--- config.mk ---
export PLATFORM = sky130hd
export DESIGN_NAME = product_accumulator
export DESIGN_NICKNAME = d
export VERILOG_FILES = /design/src/rtl/acc_pkg.sv /design/src/rtl/sat_adder.sv /design/src/rtl/product_accumulator.sv
export SDC_FILE = /design/constraint.sdc
export NUM_CORES = 1
export LEC_CHECK = 0
export ABC_CLOCK_PERIOD_IN_PS = 2400
export CAP_MARGIN = 25
export CORE_ASPECT_RATIO = 0.9
export CORE_MARGIN = 10
export CORE_UTILIZATION = 44
export CTS_CLUSTER_SIZE = 20
export DETAILED_ROUTE_END_ITERATION = 8
export PLACE_DENSITY = 0.72
export SYNTH_ARGS = -nofsm -noshare
export SYNTH_HDL_FRONTEND = slang
export SYNTH_SLANG_ARGS = --single-unit
--- constraint.sdc ---
create_clock -name clk -period 2.4 [get_ports clk]
set_clock_uncertainty 0.15 [all_clocks]
set_input_delay 0.36 -clock clk [delete_from_list [all_inputs] [get_ports clk]]
set_output_delay 0.36 -clock clk [all_outputs]
set_load 0.02 [all_outputs]
--- src/rtl/acc_pkg.sv ---
// Shared types and default widths for the
// product accumulator datapath.
package acc_pkg;

  typedef enum logic [1:0] {
    IDLE  = 2'd0,
    ACCUM = 2'd1,
    DONE  = 2'd2
  } state_e;

  localparam int PROD_W = 8;
  localparam int ACC_W  = 12;

endpackage

--- src/rtl/sat_adder.sv ---
// Unsigned W-bit adder that clamps to all-ones
// and flags when the true sum does not fit.
module sat_adder #(
  parameter int W = 12
) (
  input  logic [W-1:0] a,
  input  logic [W-1:0] b,
  output logic [W-1:0] sum,
  output logic         sat
);

  logic [W:0] full;

  always_comb begin
    full = {1'b0, a} + {1'b0, b};
    sat  = full[W];
    sum  = full[W] ? '1 : full[W-1:0];
  end

endmodule

--- src/rtl/product_accumulator.sv ---
// Sums COUNT products per result into a saturating
// accumulator and hands the total downstream.
module product_accumulator #(
  parameter int PROD_W = acc_pkg::PROD_W,
  parameter int ACC_W  = acc_pkg::ACC_W,
  parameter int COUNT  = 4
) (
  input  logic              clk,
  input  logic              rst_n,
  input  logic              start,
  input  logic [PROD_W-1:0] product,
  input  logic              in_valid,
  output logic              in_ready,
  output logic [ACC_W-1:0]  acc_out,
  output logic              out_valid,
  input  logic              out_ready,
  output logic              overflow,
  output logic              busy
);

  import acc_pkg::*;

  localparam int CNT_W = $clog2(COUNT + 1);

  state_e             state_q, state_d;
  logic [ACC_W-1:0]   acc_q, acc_d;
  logic [CNT_W-1:0]   cnt_q, cnt_d;
  logic               ovf_q, ovf_d;

  logic [ACC_W-1:0]   add_sum;
  logic               add_sat;
  logic [CNT_W-1:0]   cnt_inc;

  sat_adder #(.W(ACC_W)) u_add (
    .a   (acc_q),
    .b   (ACC_W'(product)),
    .sum (add_sum),
    .sat (add_sat)
  );

  assign cnt_inc = cnt_q + CNT_W'(1);

  always_comb begin
    state_d = state_q;
    acc_d   = acc_q;
    cnt_d   = cnt_q;
    ovf_d   = ovf_q;
    unique case (1'b1)
      (state_q == IDLE): begin
        if (start) begin
          state_d = ACCUM;
          acc_d   = '0;
          cnt_d   = '0;
          ovf_d   = 1'b0;
        end
      end
      (state_q == ACCUM): begin
        if (in_valid) begin
          acc_d = add_sum;
          cnt_d = cnt_inc;
          ovf_d = ovf_q | add_sat;
          if (cnt_inc == CNT_W'(COUNT))
            state_d = DONE;
        end
      end
      (state_q == DONE): begin
        // start only counts once the result is taken
        if (out_ready) begin
          if (start) begin
            state_d = ACCUM;
            acc_d   = '0;
            cnt_d   = '0;
            ovf_d   = 1'b0;
          end else begin
            state_d = IDLE;
          end
        end
      end
      default: state_d = IDLE;
    endcase
  end

  always_ff @(posedge clk or negedge rst_n) begin
    if (!rst_n) begin
      state_q <= IDLE;
      acc_q   <= '0;
      cnt_q   <= '0;
      ovf_q   <= 1'b0;
    end else begin
      state_q <= state_d;
      acc_q   <= acc_d;
      cnt_q   <= cnt_d;
      ovf_q   <= ovf_d;
    end
  end

  assign in_ready  = (state_q == ACCUM);
  assign out_valid = (state_q == DONE);
  assign busy      = (state_q != IDLE);
  assign acc_out   = acc_q;
  assign overflow  = ovf_q;

endmodule
==> results by group <==
STA
  • Setup_tns: 0 ps
  • Worst Tran Pin Value: 236.8 ps
  • Tcrit/Tclk final: 96.76%
  • Unrepaired setup endpoints after global routing: no
  • Worst slew margin: 83.96%
  • Fmax: 430.6 MHz
  • WHS: 217.2 ps
  • Final hold vios: 0
  • Setup violators final: 0
  • Final min period: 2322 ps
  • Setup ws final: 77.83 ps
  • Max Slew Vio Count: 0

CTS
  • CTS resizes: 0
  • Worst-path clk slew: 110 ps
  • CTS tree: yes
  • Post-CTS Setup Inserts: 0
  • H-tree levels: 1
  • Number of CTS-inserted buffers: 3
  • Clk buf depth: 2
  • CTS hold repair buffers: 0
  • Clock sinks: 18
  • Clock latency on the worst-skew pair: 300 ps
  • CTS root buf: clkbuf_4

Critical path
  • Critical Path End Type: register
  • WP data required: 2450 ps
  • R2r setup slk: 130 ps
  • Crit-path max FO: 3
  • Crit path DAT: 2380 ps
  • Critical path launch point type: input port
  • Setup CP Type: input port to register

Drt
  • DR WL/cell: 16.10 um
  • Vias post-DR: 1,084
  • ANT nets after route: 0
  • Via/cell ratio: 5.828
  • Iteration-0 DRC Markers: 105
  • Routed WL: 2995 um
  • DRT Pass-1 Iters: 4
  • # DRC: 0

Synthesis
  • Syn Area/Cell: 10.06 um^2
  • Mapped Cells: 119
  • Post-synthesis sequential area ratio: 37.62%
  • Yosys warning total: 0
  • Synth async-reset ratio: 100.0%
  • Synth Net Count: 143
  • Post-Syn Area: 1197 um^2
  • EDFF count, synth: 0
  • Netlist cell types: 41
  • Flops & latches, synth: 18
  • Predominant post-synthesis flop cell: dfrtp_1

Global route
  • Gr ovfl total: 0
  • Largest net degree at the start of global routing: 19
  • Initial antenna violation count: 0
  • Vias in the first global route: 1,081
  • First-pass GRT wire length: 4988 um
  • Total GRT Usage: 11.76%

Power and ir drop
  • Cell area power density: 1102 nW/um^2
  • Worst VDD drop: 545.3 uV
  • Lkg Pwr: 0.7675 nW
  • Total power: 1.771 mW

Floorplanning
  • Die area: 5211 um^2
  • Core area: 2531 um^2
  • Die H: 69.49 um
  • Row cnt: 17
  • Die width: 74.99 um
  • I/O Pins: 29
  • Starting density of the core: 47.31%

Final layout
  • ANT cells: 0
  • Final #Nets: 183
  • Post-route cell area: 1608 um^2
  • Area occupied by multi-input gates: 708.2 um^2
  • Final core occ: 63.52%
  • Synth-to-Final Area Change: 34.27%
  • Reg area: 450.4 um^2
  • Fill cells: 211
  • Post-Layout Cell Count: 186
  • Share of post-route cells with drive strength above 1: 15.19%

Run
  • Max-cap violations: 0

Placed design
  • Place WS: -294.6 ps
  • Routability cong.: 0.9026
  • Placed Cells: 182
  • Dpl cell area: 1564 um^2
  • Port Buffers: 28
  • Final HPWL DP: 2349 um

Status
  • Outcome: finished clean

Min path
  • Hold crit path type: input port to asynchronous set/reset pin
## registers in the layout (all words and copies together), names as in the netlist
name,cells
cnt_q,3
overflow,1
acc_out,12
state_q,2
## power by group
part	switching (mW)	leakage [nW]	internal [mW]
sequential	0.108	0.239	0.400
combinational	0.544	0.508	0.525
clock	0.102	0.0210	0.0927
## worst max-delay path: stages
cell and delay [ps]:
clkdlybuf4s50_1 400, ha_1 230, fa_1 390, a21o_1 220, a21oi_4 190, o21ai_0 130
xor2_1 150, a221o_1 290
## layout make-up
class	instances	area share [%]
flip-flops and latches	18	28.02
inverters	4	0.9339
repair buffers	39	22.57
multi-input cells	93	44.05
clock buffers	4	2.257
well taps	28	2.179
## cell usage in the layout, fill, tap and decap left out, drive strengths merged, types with 2 or more instances in the layout
master	count
o21ai	6
o211ai	2
and3	2
a221o	7
buf	11
nand2	15
nand3	3
ha	10
a21oi	7
nand4	3
a31o	2
xnor2	2
a21o	5
o21a	3
clkbuf	4
nor2	4
inv	4
clkdlybuf4s50	28
dfrtp	18
nor2b	2
xor2	4
## Yosys cell counts, types with 2 or more instances
library cell	number	area [um^2]
xnor2_1	2	17.52
a31o_2	2	17.52
a21oi_1	5	25.02
o21a_1	3	22.52
and3_1	2	12.51
a21oi_2	2	17.52
buf_6	2	22.52
o21ai_1	2	10.01
a221o_1	7	70.07
nand4_1	3	18.77
xor2_1	4	35.03
a21o_1	4	30.03
nor2b_1	2	12.51
o211ai_1	2	15.01
ha_1	10	125.1
o21ai_0	4	20.02
nor2_1	4	15.01
inv_1	4	15.01
nand2_1	14	52.55
dfrtp_1	18	450.4
nand3_1	3	15.01
## kinds of logic after synthesis
| kind of cell | Yosys count | synth area share, % |
|---|---|---|
| compound gates | 40 | 26.33 |
| xor+xnor | 6 | 4.389 |
| fa+ha+maj | 11 | 12.12 |
| buf+inv | 8 | 3.865 |
| flops | 18 | 37.62 |
| mux | 1 | 0.8360 |
| simple gates | 35 | 14.84 |
## per-layer routing
layer	wire (um)	up-vias	GRT usage [%]
li1	-	525	-
met1	1393	530	15.07
met2	1385	23	17.39
met3	150	6	3.994
met4	65	0	4.583
met5	0	-	0
## final timing paths
kind / startpoint / to / cells after the start
worst max-delay path: product[0] / acc_out[6] / 8
worst min-delay path: rst_n / acc_out[1] / 2
worst max register to register: acc_out[0] / acc_out[6] / 7
worst min register to register: overflow / overflow / 1
max in group asynchronous: rst_n / cnt_q[0] / 2
min in group clk: overflow / overflow / 1
No activity file was read; power rests on OpenSTA's default activity.
